**src/rtl/mem_arbiter.sv**
```systemverilog
// Round-robin arbiter that shares the single word port of `mem` among NREQ engines.
// It supports a bounded lock so one engine can run read-modify-write sequences.
module mem_arbiter #(
  parameter int NREQ       = 4,
  parameter int ADDR_WIDTH = 11,
  parameter int WORD_WIDTH = 16,
  parameter int LOCK_MAX   = 64
) (
  input  logic                         clock,
  input  logic                         reset,
  input  logic [NREQ-1:0]              req,
  input  logic [NREQ-1:0]              we,
  input  logic [NREQ-1:0]              lock,
  input  logic [NREQ*ADDR_WIDTH-1:0]   addr,
  input  logic [NREQ*WORD_WIDTH-1:0]   wdata,
  output logic [NREQ-1:0]              gnt,
  output logic [NREQ-1:0]              rvalid,
  output logic [WORD_WIDTH-1:0]        rdata,
  output logic [NREQ-1:0]              err,
  output logic [ADDR_WIDTH-1:0]        mem_address,
  output logic                         mem_wr_en,
  output logic [WORD_WIDTH-1:0]        mem_data_in,
  input  logic [WORD_WIDTH-1:0]        mem_data_out
);

  localparam int IDXW = (NREQ > 1) ? $clog2(NREQ) : 1;
  localparam int CNTW = (LOCK_MAX > 2) ? $clog2(LOCK_MAX) : 1;
  localparam logic [IDXW-1:0] LAST_IDX  = IDXW'(NREQ - 1);
  localparam logic [CNTW-1:0] LCNT_LAST = CNTW'(LOCK_MAX - 1);

  typedef enum logic {ST_UNLOCKED, ST_LOCKED} state_t;

  state_t                r_state, w_nextState;
  logic [IDXW-1:0]       r_ptr, w_nextPtr;
  logic [IDXW-1:0]       r_owner, w_nextOwner;
  logic [CNTW-1:0]       r_lcnt, w_nextLcnt;
  logic [NREQ-1:0]       r_rvalid, r_err;
  logic [WORD_WIDTH-1:0] r_rdata;

  logic                  w_found, w_grant, w_bad;
  logic [IDXW-1:0]       w_win, w_scanIdx;
  logic [ADDR_WIDTH-1:0] w_selAddr;
  logic [WORD_WIDTH-1:0] w_selData;
  logic [NREQ-1:0]       w_oneHot;

  function automatic logic [IDXW-1:0] nextIdx(input logic [IDXW-1:0] i);
    nextIdx = (i == LAST_IDX) ? '0 : i + 1'b1;
  endfunction

  // While locked only the owner may win; otherwise scan from ptr with wrap-around.
  always_comb begin
    w_found   = 1'b0;
    w_win     = '0;
    w_scanIdx = r_ptr;
    if (r_state == ST_LOCKED) begin
      w_found = req[r_owner];
      w_win   = r_owner;
    end else begin
      for (int k = 0; k < NREQ; k++) begin
        if (!w_found && req[w_scanIdx]) begin
          w_found = 1'b1;
          w_win   = w_scanIdx;
        end
        w_scanIdx = nextIdx(w_scanIdx);
      end
    end
  end

  assign w_grant   = w_found & ~reset;
  assign w_selAddr = addr[int'(w_win)*ADDR_WIDTH +: ADDR_WIDTH];
  assign w_selData = wdata[int'(w_win)*WORD_WIDTH +: WORD_WIDTH];
  // Odd addresses and the last byte cannot hold a full word, so they are rejected.
  assign w_bad     = w_selAddr[0] | (w_selAddr == {ADDR_WIDTH{1'b1}});
  assign w_oneHot  = NREQ'(1) << w_win;

  assign gnt         = w_grant ? w_oneHot : '0;
  assign mem_address = w_grant ? w_selAddr : '0;
  assign mem_data_in = w_grant ? w_selData : '0;
  assign mem_wr_en   = w_grant & we[w_win] & ~w_bad;

  always_comb begin
    w_nextState = r_state;
    w_nextPtr   = r_ptr;
    w_nextOwner = r_owner;
    w_nextLcnt  = r_lcnt;
    case (r_state)
      ST_UNLOCKED: begin
        if (w_grant) begin
          w_nextPtr = nextIdx(w_win);
          if (lock[w_win]) begin
            w_nextState = ST_LOCKED;
            w_nextOwner = w_win;
            w_nextLcnt  = '0;
          end
        end
      end
      ST_LOCKED: begin
        if (r_lcnt != LCNT_LAST) w_nextLcnt = r_lcnt + 1'b1;
        if ((r_lcnt == LCNT_LAST) || !req[r_owner] || (w_grant && !lock[r_owner])) begin
          w_nextState = ST_UNLOCKED;
          w_nextPtr   = nextIdx(r_owner);
          w_nextLcnt  = '0;
        end
      end
      default: w_nextState = ST_UNLOCKED;
    endcase
  end

  always_ff @(posedge clock) begin
    if (reset) begin
      r_state  <= ST_UNLOCKED;
      r_ptr    <= '0;
      r_owner  <= '0;
      r_lcnt   <= '0;
      r_rvalid <= '0;
      r_err    <= '0;
      r_rdata  <= '0;
    end else begin
      r_state  <= w_nextState;
      r_ptr    <= w_nextPtr;
      r_owner  <= w_nextOwner;
      r_lcnt   <= w_nextLcnt;
      r_rvalid <= (w_grant && !we[w_win] && !w_bad) ? w_oneHot : '0;
      r_err    <= (w_grant && w_bad) ? w_oneHot : '0;
      if (w_grant && w_bad) begin
        r_rdata <= '0;
      end else if (w_grant && !we[w_win]) begin
        r_rdata <= mem_data_out;
      end
    end
  end

  // Pulses already registered for the cycle in which reset rises are dropped.
  assign rvalid = r_rvalid & {NREQ{~reset}};
  assign err    = r_err & {NREQ{~reset}};
  assign rdata  = r_rdata;

endmodule

```
**config.mk**
```make
export PLATFORM = sky130hd
export DESIGN_NAME = mem_arbiter
export DESIGN_NICKNAME = d
export VERILOG_FILES = /design/src/rtl/mem_arbiter.sv
export SDC_FILE = /design/constraint.sdc
export NUM_CORES = 1
export LEC_CHECK = 0
export BUFFER_PORTS_ARGS = -buffer_cell sky130_fd_sc_hd__buf_2
export CORE_MARGIN = 2
export CORE_UTILIZATION = 47
export CTS_CLUSTER_DIAMETER = 120
export DETAILED_ROUTE_END_ITERATION = 16
export PLACE_DENSITY = 0.87
export SLEW_MARGIN = 20
export SYNTH_ARGS = -nofsm -noshare
export SYNTH_HDL_FRONTEND = slang
export SYNTH_SLANG_ARGS = --single-unit
```
**constraint.sdc**
```tcl
create_clock -name clock -period 7.3 [get_ports clock]
set_input_delay 0.365 -clock clock [delete_from_list [all_inputs] [get_ports clock]]
set_output_delay 0.365 -clock clock [all_outputs]
set_load 0.02 [all_outputs]
```
==> Yosys cells after proc, flatten, opt, wreduce, memory -nomap -nowiden <==
Cells that the tools add are included.
{ "totals": {"ff_bits": 35, "in_bits": 138, "out_inout_bits": 56, "wordCells": 117} }
{ "op_classes": {"add_sub_neg": 6, "n_mul": 1, "n_lt_le_gt_ge": 6, "n_eq_ne": 12, "n_shift": 3, "mux": 49, "n_bitwise": 11, "reduce_logical": 22} }
{ "ops": {"columns": ["operator", "count"], "rows": [
  ["$shiftx 64x7->16", 1],
  ["$shiftx 44x7->11", 1],
  ["$mux 2", 12],
  ["$mux 6", 4],
  ["$mux 1", 19],
  ["$lt 2x3->1 const B", 6],
  ["$bmux 1 s2", 8],
  ["$mux 16", 1],
  ["$pmux 6 s2", 1],
  ["$eq 11x11->1 const B", 1],
  ["$mux 11", 1],
  ["$add 2x1->2 const B", 5],
  ["$eq 2x2->1 const B", 5],
  ["$and 4x4->4", 2],
  ["$logic_and 1x1->1", 7],
  ["$logic_not 1->1", 7],
  ["$add 6x1->6 const B", 1],
  ["$eq 6x6->1 const B", 1],
  ["$mul 2x4->6 const B", 1],
  ["$ne 6x6->1 const B", 1],
  ["$reduce_and 3->1", 2],
  ["$reduce_or 2->1", 3],
  ["$not 1->1", 5],
  ["$mux 4", 1],
  ["10 further kinds", 14]
]} }

==> Longest topological paths before layout <==
Gate-level depths: netlist of run 1.
{ "depth": {"depth_word": 24, "mapped_depth": 13, "depth_no_buf": 10} }

==> Worst setup path before layout of run 1 <==
Ideal clock, no wire load.
{ "synth_path": {"kind": "register -> output", "start": "register r_ptr[1]", "end": "output mem_address[3]", "t_arrival_ps": 2977, "t_required_ps": 6935, "slack_ps": 3958, "stages_incl_launch_ff": 11, "n_path_buf": 3, "path_cell_list": "dfxtp_1 -> ha_1 -> clkbuf_1 -> nor2_1 -> mux4_2 -> a211oi_2 -> o31ai_1 -> buf_2 -> clkbuf_1 -> a211oi_1 -> a211oi_1"} }
{ "synth_via": {"elab_chain_len": 19, "word_cells_on_any_way": 40, "cone_classes": "3 x add/sub; 1 x mul; 3 x eq/ne; 1 x shift; 25 x mux; 1 x bitwise; 6 x reduce/logical"} }
{ "synth_rtl": {"columns": ["element", "line", "source"], "rows": [
  ["from (decl)", "34", "logic [IDXW-1:0] r_ptr, w_nextPtr;"],
  ["from (signal assigned)", "120", "r_ptr <= w_nextPtr;"],
  ["parallel branches: the longest is 18 deep, another holds $mul 2x4->6", null, null],
  ["$mux 11 (*)", "77", "assign mem_address = w_grant ? w_selAddr : '0;"],
  ["to (decl)", "20", "output logic [ADDR_WIDTH-1:0] mem_address,"]
]} }
Every way passes the cells marked *. The select of a mux whose other input is x is not followed.

==> Final worst setup path of run 1 <==
{ "layout_path": {"start": "register r_ptr[0]", "end": "output mem_wr_en"} }
{ "layout_via": {"elab_chain_len": 22, "word_cells_on_any_way": 46, "cone_classes": "3 x add/sub; 1 x mul; 4 x eq/ne; 1 x shift; 26 x mux; 5 x bitwise; 6 x reduce/logical"} }
{ "layout_rtl": {"columns": ["element", "line", "source"], "rows": [
  ["parallel branches: the longest is 21 deep, another holds $mul 2x4->6", null, null],
  ["$and 1x1->1 (*)", "79", "assign mem_wr_en = w_grant & we[w_win] & ~w_bad;"],
  ["to (decl)", "21", "output logic mem_wr_en,"]
]} }
Marked as above.

==> metrics.csv, run 1 <==
stage;metric;value;unit
routing;num_vias;3854;
routing;drc_errors;0;
layout;antennaDiodeCount;0;
critical_path;crit_arrival;4.02;ns
cts;numCtsBuffers;5;
routing;first_iter_violations;298;
placement;dp_hpwl;8320;µm
sta;min_period_over_period;60.11;%
worst_hold_path;min_path_type;input pin to flop;
sta;holdWs;0.3279;ns
sta;slew-limit-headroom;35.29;%
routing;antenna_left;0;
synth;yosys-top-cells-area;dfxtp_1, a211oi_1, mux2i_1;
floorplanning;floorplan.initialDensity;48.77;%
cts;ctsHoldBuffers;0;
layout;multi_input_area;2210;µm²
synth;ys_warn_count;0;
routing;dr.pass1.iters;5;
synth;syn_nets;526;
synth;async_flop_share;0;%
synth;synth-simple-area-share;17.84;%
grt;grt_overflow_total;0;
synth;syn_area;3114;µm²
grt;track_usage;28.92;%
grt;grt_pass1_wl;17170;µm
status;status;finished clean;
synth;synth-seq-cells;35;
synth;ys_seq_area_share;22.50;%
synth;synth_compound_area_share;35.32;%
critical_path;crit_path_max_fanout;45;
grt;grt_max_degree;46;
grt;grt_pass1_vias;3655;
cts;cts.sinks;35;
sta;fmax;227.9;MHz
critical_path;cp-end-kind;output port;
grt;antenna_found_initial;0;
sta;final-hold-violation-count;0;
routing;viasPerCell;6.108;
cts;post-cts-setup-buffer-count;0;
cts;clk_latency;0.29;ns
layout;syn_to_final_growth;34.23;%
placement;io_buffers;193;
synth;syn_avg_cell_area;8.174;µm²
sta;worst_pin_slew;0.9707;ns
synth;synth_top_family_by_area;compound AO/OA/AOI/OAI gates;
cts;clkTransAtPathRegs;0.08;ns
sta;finClkSkew;0.009359;ns
pwr;p_leak;0.001953;µW
layout;n_fill_cell;542;
synth;synth_edf_count;0;
cts;cts_root_buffer;clkbuf_8;
sta;grt_setup_unrepaired;false;
synth;synth_xor_area_share;0;%
cts;cts_resized;0;
layout;regArea;700.7;µm²
placement;gp_congestion;0.9369;
synth;synth.distinct_cells;58;
critical_path;crit_required;6.93;ns
critical_path;crit_type;flop to output port;
floorplanning;row_count;29;
pwr;ir_drop;0.3764;mV
sta;fin_crit;4.388;ns
cts;cts_tree;yes;
floorplanning;ios;194;
layout;drive_gt1_share;41.16;%
floorplanning;die_h;85.40;µm
cts;clk_path_buf_depth;2;
floorplanning;core-area;6386;µm²
synth;synthAdderAreaFrac;2.812;%
floorplanning;die_w;85.40;µm
critical_path;crit_path_start_kind;flop;
sta;slew_violations;0;
pwr;powerDensity;497.2;nW/µm²
synth;synth_top_area_cell;dfxtp_1;
routing;routed_wl;10930;µm
floorplanning;die_area;7293;µm²
synth;post_synth_inst_count;381;
sta;finalSetupViolations;0;
synth;synth_top_area_share;22.50;%
synth;synthFlopType;dfxtp_1;
sta;final.setup.tns;0;ns
run;cap_violations;0;
synth;synth.area.mux_share;14.50;%
cts;h-tree-depth;2;
layout;nets;698;
routing;wl_per_cell;17.32;µm
[report_power, final]
group | leakage, µW | switching, µW | internal [µW]
combinational | 0.00162 | 1040 | 571
clock | 0.0000505 | 72.8 | 85.8
sequential | 0.000285 | 52.6 | 252
[Yosys cell counts (all sizes together), types with 5 or more instances]
cell type / count
a211oi: 54
dfxtp: 35
mux2i: 32
and2: 30
o21ai: 27
nand3: 22
a21oi: 20
inv: 20
clkbuf: 18
buf: 13
nor2: 11
nor2b: 10
nand2: 8
ha: 7
o211ai: 7
nor3: 5
or3: 5
[path summary, 6_finish.rpt]
path                         startpoint                      to  slack (ns)  cells past startpoint
setup reg to reg  r_ptr[0]$_SDFFE_PP0P_  rdata[13]$_SDFFE_PP0N_        3.28                      8
setup / recovery  r_ptr[0]$_SDFFE_PP0P_               mem_wr_en        2.91                      9
hold / removal         mem_data_out[12]  rdata[12]$_SDFFE_PP0N_        0.33                      3
hold reg to reg   rdata[4]$_SDFFE_PP0N_   rdata[4]$_SDFFE_PP0N_        0.47                      2
[layout by cell type, fill, tap and decap left out, types with 2 or more instances in the layout]
| cell | instances |
|---|---|
| o21ai_0 | 19 |
| o32ai_1 | 2 |
| or3_1 | 4 |
| nor3_1 | 4 |
| mux2i_2 | 2 |
| and2_1 | 30 |
| o21a_1 | 2 |
| ha_1 | 7 |
| a31oi_1 | 4 |
| o2111a_1 | 2 |
| a211oi_1 | 53 |
| o21ai_1 | 7 |
| mux4_2 | 4 |
| mux2_2 | 3 |
| a21oi_1 | 18 |
| a221oi_1 | 3 |
| mux2i_1 | 30 |
| o2111ai_4 | 2 |
| dfxtp_1 | 35 |
| a21o_1 | 2 |
| buf_2 | 193 |
| clkbuf_8 | 7 |
| nor2b_1 | 10 |
| nand2_1 | 8 |
| nand2b_1 | 4 |
| o2111ai_1 | 2 |
| inv_1 | 18 |
| o32a_1 | 2 |
| nand3_1 | 22 |
| o311ai_0 | 4 |
| buf_4 | 3 |
| nor2_1 | 11 |
| o31ai_1 | 2 |
| o211ai_1 | 7 |
| a21oi_2 | 2 |
[state kept, by name, summed over array words and instances, names as in the netlist]
signal	flops
r_owner	2
r_lcnt	6
r_rvalid	4
r_state	1
r_err	4
rdata	16
r_ptr	2
[per-stage QoR]
stage	setup WS (ns)	total power [µW]	cell area [µm²]	utilization [%]	std cells
finish	2.912	2078	4180	65.46	631
detailed placement	3.288	1894	4075	63.81	623
floorplan	3.958	1492	3114	-	381
global placement	3.376	1851	4075	63.81	623
global route	2.655	2222	4180	65.46	631
CTS	2.928	2063	4179	65.44	631
[worst max-delay path, stage by stage, from the launching register on]
cell and delay, ns:
dfxtp_1 0.60, mux4_2 0.63, a311o_1 0.38, a32o_1 0.29, o21ai_4 0.49, inv_4 0.37, mux2i_2 0.28, mux2i_1 0.38
nor2_1 0.11, buf_2 0.18
[kinds of logic (layout without fill, tap and decap cells)]
kind of cell	count (synthesis)	count (layout)
AND/OR/NAND/NOR	100	100
adder cells (fa/ha/maj)	7	7
buffers and inverters	52	225
AO/OA/AOI/OAI	148	148
multiplexers	39	39
flip-flops	35	35
[metal layers]
metal  vias up  part of all wire, %  GRT usage, %
li1       1802                    -             -
met1      1756                   38         35.80
met2       248                   51         50.50
met3        48                  7.6         3.794
met4         0                  3.4         11.69
met5         -                    0             0
[area by class of cell]
cell class              instances  area share, %
multi-input cells             294          52.86
clock buffers                   7          2.305
inverters                      21          1.946
flip-flops and latches         35          16.76
well taps                      77          2.305
repair buffers                196          23.65
clock inverters                 1         0.1796
No activity file was read; power rests on OpenSTA's default activity.
==> run 2: changes to the inputs <==
- CORE_UTILIZATION: 47 -> 40
- PLACE_DENSITY: 0.87 -> 0.79
- clock period: 7.3 -> 3.89 ns (I/O delays scaled with it)
==> run 2 against run 1 <==
Effect of this change: largest cell class unchanged; routed wire length decreased by 0.31%; count of clock-buffer cells in the layout down 2; highest routed layer unchanged; final cell count rose by 4.4%; critical path type unchanged; sequential share of layout area shrank 0.27 points; flip-flop and latch count did not move; total power up 92%; global-route usage is 4.5 points lower; sequential power up 87%; clock power is 110% higher.
==> metrics.csv, run 2 (synthesis gave the netlist of run 1 again) <==
stage;metric;value;unit;change
cts;cts_resized;0;;unchanged
sta;final-hold-violation-count;0;;unchanged
sta;grt_setup_unrepaired;false;;
cts;cts_root_buffer;clkbuf_8;;
critical_path;cp-end-kind;output port;;
routing;drc_errors;0;;unchanged
routing;antenna_left;0;;unchanged
sta;final.setup.tns;0;ns;unchanged
placement;place_worst_setup_slack;0.3487;ns;-2.939 ns
routing;routed_wl;10900;µm;-0.31%
critical_path;crit_path_max_fanout;45;;unchanged
critical_path;cp_num_buf_inv;2;;unchanged
cts;post-cts-setup-buffer-count;0;;unchanged
layout;syn_to_final_growth;36.68;%;
pwr;power;3981;µW;+92%
grt;grt_pass1_vias;3481;;-4.8%
grt;track_usage;24.39;%;-4.5 points
sta;fmax;274.2;MHz;
placement;io_buffers;193;;unchanged
critical_path;cp_top_family;multiplexers;;
cts;numCtsBuffers;5;;unchanged
grt;grt_pass1_wl;16740;µm;-2.5%
routing;dr.pass1.iters;6;;+1
cts;h-tree-depth;2;;unchanged
routing;wl_per_cell;16.54;µm;-4.5%
floorplanning;die_w;92.24;µm;+8.0%
cts;clk_latency;0.29;ns;about the same
sta;min_period_over_period;93.77;%;
layout;finish.utilization;55.66;%;-9.8 points
pwr;ir_drop;0.7488;mV;+99%
sta;finalSetupViolations;0;;unchanged
sta;timing.final.ws_setup;0.2425;ns;-2.669 ns
layout;antennaDiodeCount;0;;unchanged
layout;fin_area;4257;µm²;+1.8%
layout;nets;701;;+0.43%
sta;slew_violations;0;;unchanged
layout;mostFrequentLayoutCell;buf_2;;
placement;gp_congestion;0.9771;;+4.3%
sta;finClkSkew;0.006238;ns;-0.003121 ns
critical_path;worst_path_max_delay_cell;mux4_2;;
sta;slew-limit-headroom;46.89;%;+12 points
grt;grt_max_degree;46;;unchanged
placement;dp_hpwl;8482;µm;+2.0%
layout;n_fill_cell;725;;+34%
cts;ctsHoldBuffers;0;;unchanged
cts;cts_tree;yes;;
cts;cts.sinks;35;;unchanged
worst_hold_path;min_path_type;input pin to flop;;
status;status;finished clean;;
critical_path;crit_arrival;3.45;ns;-0.57 ns
floorplanning;row_count;32;;+10%
pwr;p_leak;0.001980;µW;+1.4%
sta;fin_crit;3.647;ns;
cts;clkTransAtPathRegs;0.08;ns;about the same
critical_path;crit_path_start_kind;flop;;
critical_path;slowest_delay;0.61;ns;-0.02 ns
grt;grt_overflow_total;0;;unchanged
cts;clk_path_buf_depth;2;;unchanged
floorplanning;ios;194;;unchanged
critical_path;crit_required;3.70;ns;-3.23 ns
critical_path;crit_type;flop to output port;;
floorplanning;core-area;7647;µm²;+20%
routing;first_iter_violations;202;;-32%
floorplanning;floorplan.initialDensity;40.72;%;-8.0 points
run;cap_violations;0;;unchanged
grt;antenna_found_initial;0;;unchanged
layout;largest_reg_flops;16;;unchanged
floorplanning;die_area;8507;µm²;+17%
placement;dpl-instance-area;4141;µm²;+1.6%
routing;viasPerCell;5.651;;-7.5%
floorplanning;die_h;92.24;µm;+8.0%
sta;worst_pin_slew;0.7966;ns;-0.1741 ns
layout;drive_gt1_share;41.47;%;+0.32 points
pwr;powerDensity;935.3;nW/µm²;+88%
critical_path;path_cells;mux4_2 > a311o_1 > a32o_1 > o21ai_4 > inv_4 > mux2i_2 > mux2i_1 > nor2_1 > buf_2;;
routing;num_vias;3724;;-3.4%
layout;final_cell_mix;buf_2, a211oi_1, dfxtp_1, mux2i_1, and2_1;;
==> run 2: power by group <==
| part | switching (µW) | internal, µW | total (µW) |
|---|---|---|---|
| clock | 139 | 191 | 329 |
| sequential | 96.2 | 473 | 569 |
| combinational | 1970 | 1110 | 3080 |
==> run 2: tightest hold or removal path: stages <==
cell and delay, ns:
buf_2 0.10, o21ai_0 0.06, a21oi_1 0.06
==> run 2: cell type report <==
| type | instances | area (µm²) | area share, % |
|---|---|---|---|
| Clock inverter | 3 | 43.79 | 1.029 |
| Clock buffer | 5 | 68.82 | 1.617 |
| Sequential cell | 35 | 701.9 | 16.49 |
| Tap cell | 102 | 127.6 | 2.998 |
| Multi-Input combinational cell | 294 | 2210 | 51.91 |
| Timing Repair Buffer | 199 | 1023 | 24.04 |
| Inverter | 21 | 81.33 | 1.911 |
==> run 2: through the flow <==
step,hold slack [ns],std cells
2_1_floorplan,0.3516,381
5_1_grt,0.1697,659
4_1_cts,0.1586,659
3_3_place_gp,0.4515,651
6_report,0.1624,659
3_5_place_dp,0.4623,651
==> run 2: path summary, 6_finish.rpt <==
path	to	slack (ns)	start	cells past startpoint
worst max register to register	rdata[14]$_SDFFE_PP0N_	0.47	r_ptr[0]$_SDFFE_PP0P_	8
worst min-delay path	rdata[3]$_SDFFE_PP0N_	0.16	mem_data_out[3]	3
worst min register to register	rdata[9]$_SDFFE_PP0N_	0.47	rdata[9]$_SDFFE_PP0N_	2
worst max-delay path	mem_wr_en	0.24	r_ptr[0]$_SDFFE_PP0P_	9
==> run 2: per-layer routing <==
layer / share of wire (%) / global-route usage, % / vias up
met3: 6.8 / 4.437 / 26
li1: - / - / 1805
met4: 2.8 / 7.711 / 0
met1: 40 / 29.47 / 1709
met2: 50 / 43.63 / 184
met5: 0 / 0 / -
==> run 3: changes to the inputs <==
- ABC_AREA: default -> 1
- CORE_UTILIZATION: 40 -> 39
- PLACE_DENSITY: 0.79 -> 0.77
==> run 3 against run 2 <==
Effect of this change: clock skew grew 0.0025 ns; final cell count grew 19%; sequential share of layout area grew 0.48 points; worst hold slack gained 0.0089 ns; die area grew 0.52%; via count grew 8.0%; area after synthesis shrank 2.0%; register-to-register slack gained 0.19 ns; utilization shrank 1.7 points; cell area shrank 3.0%; highest routed layer unchanged.
==> metrics.csv, run 3 <==
stage;metric;value;unit;change
status;status;finished clean;;
critical_path;worst_path_max_delay_cell;dfxtp_1;;
synth;yosys-top-cells-area;dfxtp_1, nor2_1, nand2_1;;
cts;ctsHoldBuffers;0;;unchanged
synth;synth_edf_count;0;;unchanged
sta;slew-limit-headroom;44.59;%;-2.3 points
layout;final_cell_mix;buf_2, nor2_1, nand2_1, a21oi_1, nand3_1;;
sta;worst_pin_slew;0.8302;ns;+0.03365 ns
critical_path;crit_arrival;3.37;ns;-0.08 ns
critical_path;crit_path_start_kind;flop;;
sta;fmax;280.2;MHz;+2.2%
synth;synthFlopType;dfxtp_1;;
cts;cts.sinks;35;;unchanged
run;cap_violations;0;;unchanged
layout;drive_gt1_share;36.16;%;-5.3 points
grt;grt_pass1_vias;3720;;+6.9%
synth;syn_nets;652;;+24%
routing;antenna_left;0;;unchanged
synth;ys_seq_area_share;22.95;%;+0.45 points
critical_path;crit_type;flop to output port;;
floorplanning;floorplan.initialDensity;39.92;%;-0.80 points
synth;syn_avg_cell_area;6.022;µm²;-26%
grt;grt_overflow_total;0;;unchanged
sta;slew_violations;0;;unchanged
sta;final-hold-violation-count;0;;unchanged
cts;clkTransAtPathRegs;0.08;ns;about the same
synth;synth-seq-cells;35;;unchanged
sta;finalSetupViolations;0;;unchanged
cts;clk_path_buf_depth;2;;unchanged
synth;synth.distinct_cells;35;;-40%
grt;grt_pass1_wl;16060;µm;-4.0%
sta;min_period_over_period;91.73;%;-2.0 points
critical_path;cp_num_buf_inv;5;;+3
layout;antennaDiodeCount;0;;unchanged
layout;largest_reg_flops;16;;unchanged
routing;viasPerCell;5.125;;-9.3%
cts;cts_resized;0;;unchanged
layout;mostFrequentLayoutCell;buf_2;;
critical_path;path_cells;ha_1 > inv_1 > nand3_1 > nand2_1 > nand2_1 > inv_1 > nand2_1 > o21ai_1 > inv_1 > nand2_2 > nand2_2 > inv_2 > nand3_2 > nand2_1 > nand2_1 > nor2_1 > buf_2;;
grt;grt_max_degree;57;;+24%
synth;post_synth_inst_count;507;;+33%
cts;cts_root_buffer;clkbuf_8;;
synth;synth_top_area_share;22.95;%;+0.45 points
critical_path;crit_required;3.70;ns;about the same
critical_path;cp_top_family;simple AND/OR/NAND/NOR gates;;
routing;wl_per_cell;13.26;µm;-20%
floorplanning;die_h;92.48;µm;+0.26%
cts;h-tree-depth;2;;unchanged
placement;dp_hpwl;8109;µm;-4.4%
cts;clk_latency;0.29;ns;about the same
layout;finish.utilization;53.99;%;-1.7 points
floorplanning;die_area;8552;µm²;+0.52%
routing;dr.pass1.iters;5;;-1
routing;drc_errors;0;;unchanged
layout;nets;827;;+18%
routing;routed_wl;10410;µm;-4.5%
synth;async_flop_share;0;%;unchanged
floorplanning;die_w;92.48;µm;+0.26%
worst_hold_path;min_path_type;input pin to flop;;
grt;track_usage;22.78;%;-1.6 points
floorplanning;row_count;32;;unchanged
critical_path;path_common_cell;nand2_1;;
synth;synth_most_common_cell;nor2_1;;
layout;syn_to_final_growth;35.25;%;
placement;gp_congestion;0.9203;;-5.8%
cts;cts_tree;yes;;
routing;first_iter_violations;193;;-4.5%
sta;finClkSkew;0.008757;ns;+0.002519 ns
critical_path;crit_path_max_fanout;22;;-51%
sta;grt_setup_unrepaired;false;;
critical_path;slowest_delay;0.48;ns;-0.13 ns
sta;fin_crit;3.568;ns;-0.07918 ns
cts;post-cts-setup-buffer-count;0;;unchanged
floorplanning;core-area;7647;µm²;unchanged
floorplanning;ios;194;;unchanged
synth;syn_area;3053;µm²;-2.0%
cts;numCtsBuffers;5;;unchanged
sta;final.setup.tns;0;ns;unchanged
grt;antenna_found_initial;0;;unchanged
routing;num_vias;4023;;+8.0%
synth;synth_commonest_cells;nor2_1, nand2_1, a21oi_1;;
placement;io_buffers;193;;unchanged
layout;n_fill_cell;770;;+6.2%
synth;ys_warn_count;0;;unchanged
synth;synth_top_area_cell;dfxtp_1;;
critical_path;cp-end-kind;output port;;
## run 3: cell types whose count changed after synthesis, sizes merged, moves of 20 or more
| cell | previous run | this run |
|---|---|---|
| a211oi | 54 | 9 |
| inv | 20 | 40 |
| nand3 | 22 | 55 |
| mux2i | 32 | 0 |
| nand2 | 8 | 105 |
| nor2 | 11 | 107 |
| a21oi | 20 | 61 |
| and2 | 30 | 1 |
## run 3: area by class of cell
class	instances	area [µm²]	area share (%)
clock inverters	3	43.79	1.061
clock buffers	5	68.82	1.667
repair buffers	198	1003	24.30
well taps	102	127.6	3.091
flip-flops and latches	35	700.7	16.97
multi-input cells	401	2028	49.12
inverters	41	156.4	3.788
## run 3: cell families after synthesis
family / Yosys count / share of synthesized area [%]
compound gates: 117 / 21.60
flops: 35 / 22.95
simple gates: 276 / 41.68
xor+xnor: 1 / 0.2869
buf+inv: 71 / 10.61
fa+ha+maj: 7 / 2.869
## run 3: worst min-delay path, cell delays in order
cell     delay (ns)
buf_2          0.09
nand3_1        0.07
a21oi_1        0.06
## run 3: per-stage QoR
step	setup WS, ns	area, µm²	hold WS (ns)	cells
global placement	0.8248	4016	0.4479	777
finish	0.3217	4129	0.1713	785
CTS	0.3354	4129	0.1678	785
detailed placement	0.6674	4016	0.4599	777
floorplan	1.114	3053	0.3583	507
global route	0.04565	4129	0.1766	785
## run 3: final timing paths
check	from	endpoint	slack [ns]	cells after the start
worst max-delay path	r_ptr[0]$_SDFFE_PP0P_	mem_wr_en	0.32	17
worst min-delay path	mem_data_out[0]	rdata[0]$_SDFFE_PP0N_	0.17	3
worst max register to register	r_ptr[0]$_SDFFE_PP0P_	rdata[6]$_SDFFE_PP0N_	0.66	17
worst min register to register	rdata[15]$_SDFFE_PP0N_	rdata[15]$_SDFFE_PP0N_	0.47	2
## run 3: per-layer routing
layer	part of all wire, %	track usage, %
met1	39	25.64
met4	2.8	7.463
met3	6.6	5.289
met2	52	42.03
met5	0	0
Power of run 3 is not shown: default switching activity piles up to over one toggle a cycle in this logic, so the estimate is an artifact.
